File: src/rtl/seq_mult_pkg.sv
// Shared types and constants for the sequential shift-add multiplier.
// Optional two's complement mode is enabled with SEQ_MULT_SIGNED_EN.
package seq_mult_pkg;

    localparam int DEFAULT_WIDTH = 8;

    localparam logic [1:0] ST_IDLE = 2'd0;
    localparam logic [1:0] ST_CALC = 2'd1;
    localparam logic [1:0] ST_DONE = 2'd2;

    typedef enum logic [1:0] {
        IDLE = ST_IDLE,
        CALC = ST_CALC,
        DONE = ST_DONE
    } state_t;

endpackage

File: src/rtl/seq_multiplier_shift_add_step.sv
// One combinational add-and-shift iteration of the multiplier datapath.
// The upper half takes the conditional sum, the lower half shifts in its LSB.
module shift_add_step #(
    parameter int WIDTH = 8
) (
    input  logic [WIDTH-1:0] hi,
    input  logic [WIDTH-1:0] lo,
    input  logic [WIDTH-1:0] mcand,
    output logic [WIDTH-1:0] hi_next,
    output logic [WIDTH-1:0] lo_next
);

    logic [WIDTH:0] addend;
    logic [WIDTH:0] sum;

    always_comb begin
        addend  = lo[0] ? {1'b0, mcand} : {(WIDTH + 1){1'b0}};
        // One extra bit keeps the carry, which shifts into the top of hi.
        sum     = {1'b0, hi} + addend;
        hi_next = sum[WIDTH:1];
        lo_next = {sum[0], lo[WIDTH-1:1]};
    end

endmodule

File: src/rtl/seq_multiplier.sv
// Sequential shift-add multiplier: WIDTH cycles per product, IDLE/CALC/DONE FSM.
// Define SEQ_MULT_SIGNED_EN for two's complement operands and product.
module seq_multiplier
    import seq_mult_pkg::*;
#(
    parameter int WIDTH = DEFAULT_WIDTH
) (
    input  logic                 clk,
    input  logic                 rst,
    input  logic                 start,
    input  logic [WIDTH-1:0]     a,
    input  logic [WIDTH-1:0]     b,
    output logic                 busy,
    output logic                 done,
    output logic [2*WIDTH-1:0]   p
);

    localparam int CW = $clog2(WIDTH + 1);
    localparam logic [CW-1:0] CNT_LOAD = CW'(WIDTH);
    localparam logic [CW-1:0] CNT_LAST = CW'(1);

    state_t state;
    state_t state_next;

    logic [CW-1:0]    cnt;
    logic [WIDTH-1:0] mcand;
    logic [WIDTH-1:0] hi;
    logic [WIDTH-1:0] lo;
    logic [WIDTH-1:0] hi_next;
    logic [WIDTH-1:0] lo_next;
    logic [WIDTH-1:0] a_mag;
    logic [WIDTH-1:0] b_mag;
    logic [2*WIDTH-1:0] prod;
    logic [2*WIDTH-1:0] p_next;

    shift_add_step #(
        .WIDTH(WIDTH)
    ) u_step (
        .hi     (hi),
        .lo     (lo),
        .mcand  (mcand),
        .hi_next(hi_next),
        .lo_next(lo_next)
    );

    assign prod = {hi_next, lo_next};

`ifdef SEQ_MULT_SIGNED_EN
    logic neg;

    assign a_mag  = a[WIDTH-1] ? -a : a;
    assign b_mag  = b[WIDTH-1] ? -b : b;
    assign p_next = neg ? -prod : prod;
`else
    assign a_mag  = a;
    assign b_mag  = b;
    assign p_next = prod;
`endif

    assign busy = (state != IDLE);
    assign done = (state == DONE);

    always_comb begin
        state_next = state;
        unique case (state)
            IDLE:    if (start) state_next = CALC;
            CALC:    if (cnt == CNT_LAST) state_next = DONE;
            DONE:    state_next = IDLE;
            default: state_next = IDLE;
        endcase
    end

    always_ff @(posedge clk) begin
        if (rst) begin
            state <= IDLE;
        end else begin
            state <= state_next;
        end
    end

    // p is written only from the final step, so partial sums never appear.
    always_ff @(posedge clk) begin
        if (rst) begin
            cnt   <= '0;
            mcand <= '0;
            hi    <= '0;
            lo    <= '0;
            p     <= '0;
`ifdef SEQ_MULT_SIGNED_EN
            neg   <= 1'b0;
`endif
        end else begin
            unique case (state)
                IDLE: begin
                    if (start) begin
                        mcand <= a_mag;
                        lo    <= b_mag;
                        hi    <= '0;
                        cnt   <= CNT_LOAD;
`ifdef SEQ_MULT_SIGNED_EN
                        neg   <= a[WIDTH-1] ^ b[WIDTH-1];
`endif
                    end
                end
                CALC: begin
                    hi  <= hi_next;
                    lo  <= lo_next;
                    cnt <= cnt - CNT_LAST;
                    if (cnt == CNT_LAST) begin
                        p <= p_next;
                    end
                end
                default: begin
                end
            endcase
        end
    end

endmodule

File: config.mk
export PLATFORM = sky130hd
export DESIGN_NAME = seq_multiplier
export DESIGN_NICKNAME = d
export VERILOG_FILES = /design/src/rtl/seq_mult_pkg.sv /design/src/rtl/seq_multiplier_shift_add_step.sv /design/src/rtl/seq_multiplier.sv
export SDC_FILE = /design/constraint.sdc
export NUM_CORES = 1
export LEC_CHECK = 0
export ABC_AREA = 1
export BUFFER_PORTS_ARGS = -buffer_cell sky130_fd_sc_hd__buf_2
export CAP_MARGIN = 5
export CORE_MARGIN = 3
export CORE_UTILIZATION = 35
export DETAILED_ROUTE_END_ITERATION = 12
export GPL_ROUTABILITY_DRIVEN = 1
export PLACE_DENSITY = 0.66
export REMOVE_ABC_BUFFERS = 1
export SLEW_MARGIN = 40
export SYNTH_ARGS = -nofsm -noshare
export SYNTH_HDL_FRONTEND = slang
export SYNTH_SLANG_ARGS = --single-unit
File: constraint.sdc
create_clock -name clk -period 2.39 [get_ports clk]
set_input_delay 0.717 -clock clk [delete_from_list [all_inputs] [get_ports clk]]
set_output_delay 0.717 -clock clk [all_outputs]
set_load 0.03 [all_outputs]
==> metrics.txt <==
status=completed; Tot GR Track Use=0.136; Slew @ Worst Pin=0.489 ns; Inst Count DP=406; num rows=28; metal3 WL=167 um; FFs w/ async S/R, synth=0; die width=85.4 um; GP Congestion=0.803; number of global-route vias before repair=1841; crit-path max FO=9; # IOs=37; Net Sw Frac=0.253; CP Launch Point=lo[0]$_SDFFE_PP0P_; sequential-to-total area share from yosys stat=0.417; TNS Setup=0 ns; number of flops mapped to enable cells by yosys=0; Layout Nets=368; Slew HR=0.674; fin. max-slew vios=0; pin count of the biggest net entering global routing=31; startpoint types=flip-flop; met1 WL=2.20 mm; total CTS buffers=5; worst endpoint data arrival time=2.12 ns; Synth top area share=0.417; WS Path Type=reg -> reg; min Tclk post-route=1.87 ns; post-place setup slack=0.544 ns; Post-route DRC=0; Post-DP HPWL=3.29 mm; synth cell count leaders=94 x nand2_1, 46 x dfxtp_1, 31 x nor2_1; unrepaired setup endpoints after global routing=no; Most used DFF post-synth=dfxtp_1; Power Dens Cells=629 nW/um^2; largest cells by area after synthesis=dfxtp_1 42%, nand2_1 16%, a21oi_1 5.9%; Gate Count Post-Synth=307; CTS Hold Bufs=0; Netlist cell types=28; Psw=398 uW; dpl cell area=2400 sq um; routed wl met2=2.20 mm; CP endpoint=p[13]$_SDFFE_PP0P_; Starting DRT DRC Count=108; antenna viol nets, final=0; Pwr Total=1.58 mW; Initial DRT Pass Iterations=4; CP Capture Type=flip-flop; Pleak=1.24 nW; # fillers=668; Final Instance Count excl. Fillers=414; Post-CTS Setup Bufs=0; post-route cell area=2500 sq um; share of cells above drive strength 1=0.165; clock sink total=46; Reg power frac=0.524; most common cell in the netlist=nand2_1; die area=7290 sq um; Comb power frac=0.119; diode count=0; CP Data Required Time=2.63 ns; Total Wirelength=4.63 mm; Pint=1.18 mW; vias per cell=4.65; worst skew pair latency=0.30 ns; Worst Skew=0.0103 ns; Clock power frac=0.357; reg2reg start=lo[0]$_SDFFE_PP0P_; WL per Instance=11.2 um; Worst-path clk slew=0.09 ns; # setup viols final=0; CP most frequent cell=nand2_1; Starting Density=0.366; Via Count=1925; Hold Vio Cnt, Final=0; Critical Path, Cell by Cell=nand2_1, inv_1, ha_1, fa_1, nand2_1, nand2_1, nand3_1, nand2_1, nand2_1, nand2_1, a21o_1, inv_1; R2R depth=12; synthesized area=2210 sq um; Syn Area/Cell=7.19 sq um; Peak supply drop=0.484 mV; Core ar.=6030 sq um; Critical-path top delay cell=fa_1; Die H=85.4 um; P&R area growth vs syn=13.5%; max_cap viols=0; CTS H-Tree Depth=2; first-pass GRT wire length=8.01 mm; Clock Path Buffers=2; Worst R2R End=p[13]$_SDFFE_PP0P_; CTS root buf=clkbuf_8; initial antenna violation count=0; Seq cells post-synth=46; slowest stage delay, CP=0.41 ns; worst hold path type=reg -> reg; top sig layer=met4; R2R Setup Slk=0.52 ns; PortBufs=36; final critical-path share of the clock period=0.784; post-CTS sizing=0; cell taking the most area after synthesis=dfxtp_1; Synth warnings=0; final setup margin=0.517 ns; GR Overflow Total=0; CTS tree=done; Max Clk Rate=0.534 GHz
## layout make-up
| cell class | count | area, sq um | share of cell area |
|---|---|---|---|
| clock inverter | 1 | 30.0 | 0.0120 |
| sequential | 46 | 921 | 0.368 |
| clock buffer | 7 | 76.3 | 0.0305 |
| tap | 75 | 93.8 | 0.0375 |
| multi-input combinational | 212 | 1060 | 0.422 |
| timing repair buffer | 37 | 188 | 0.0749 |
| inverter | 36 | 140 | 0.0559 |
## metal layers
metal | up-vias | track usage
li1 | 1033 | -
met1 | 860 | 0.169
met2 | 26 | 0.230
met3 | 6 | 0.0330
met4 | 0 | 0.0475
met5 | - | 0
## power groups by stage
stage,sequential [mW],combinational [mW],clock (mW)
after floorplan,0.848,0.119,0
after global placement,0.844,0.185,0
after detailed placement,0.844,0.188,0
after CTS,0.826,0.188,0.583
after global routing,0.833,0.213,0.617
final,0.826,0.187,0.563
## registers in the layout, indices dropped and copies added (netlist names)
signal and count:
mcand 8, cnt 4, p 16, hi 8
state 2, lo 8
## critical path, delay by kind of cell (launching register included)
kind | cells | cell delay (ns)
adders and majority gates | 2 | 0.61
and+or+nand+nor | 7 | 0.58
DFF | 1 | 0.39
AOI/OAI and AO/OA | 1 | 0.15
buffers and inverters | 2 | 0.08
## cell families (layout without fill, tap and decap cells)
family / count (synthesis) / after routing / share of synthesized area
xor+xnor: 1 / 1 / 0.00397
simple gates: 145 / 145 / 0.271
fa+ha+maj: 11 / 11 / 0.0658
compound gates: 55 / 55 / 0.138
flops: 46 / 46 / 0.417
buf+inv: 49 / 81 / 0.104
## worst min-delay path by stage
stage,cells after the start,start,to
after detailed placement,2,p[0]$_SDFFE_PP0P_,p[0]$_SDFFE_PP0P_
after floorplan,2,cnt[1]$_SDFFE_PP0P_,cnt[1]$_SDFFE_PP0P_
after global placement,2,cnt[1]$_SDFFE_PP0P_,cnt[1]$_SDFFE_PP0P_
after global routing,2,cnt[3]$_SDFFE_PP0P_,cnt[3]$_SDFFE_PP0P_
final,2,p[0]$_SDFFE_PP0P_,p[0]$_SDFFE_PP0P_
after CTS,2,p[0]$_SDFFE_PP0P_,p[0]$_SDFFE_PP0P_
## layout by cell type (no fill, tap or decap), drive strengths merged
cell type,instances
a31oi,5
xor2,1
buf,37
ha,10
o21bai,1
o211ai,2
a21o,2
clkbuf,7
nor2,32
inv,36
nand2,96
bufinv,1
or2,2
nand3b,1
a21oi,26
o21ai,15
nand3,13
a22oi,4
dfxtp,46
fa,1
nand4,1
## stage by stage
step	hold WS, ns	util
3_5_place_dp	0.456	0.398
2_1_floorplan	0.433	-
6_report	0.464	0.416
4_1_cts	0.469	0.416
5_1_grt	0.485	0.416
3_3_place_gp	0.451	0.398
Power figures use the tool's default switching activity.
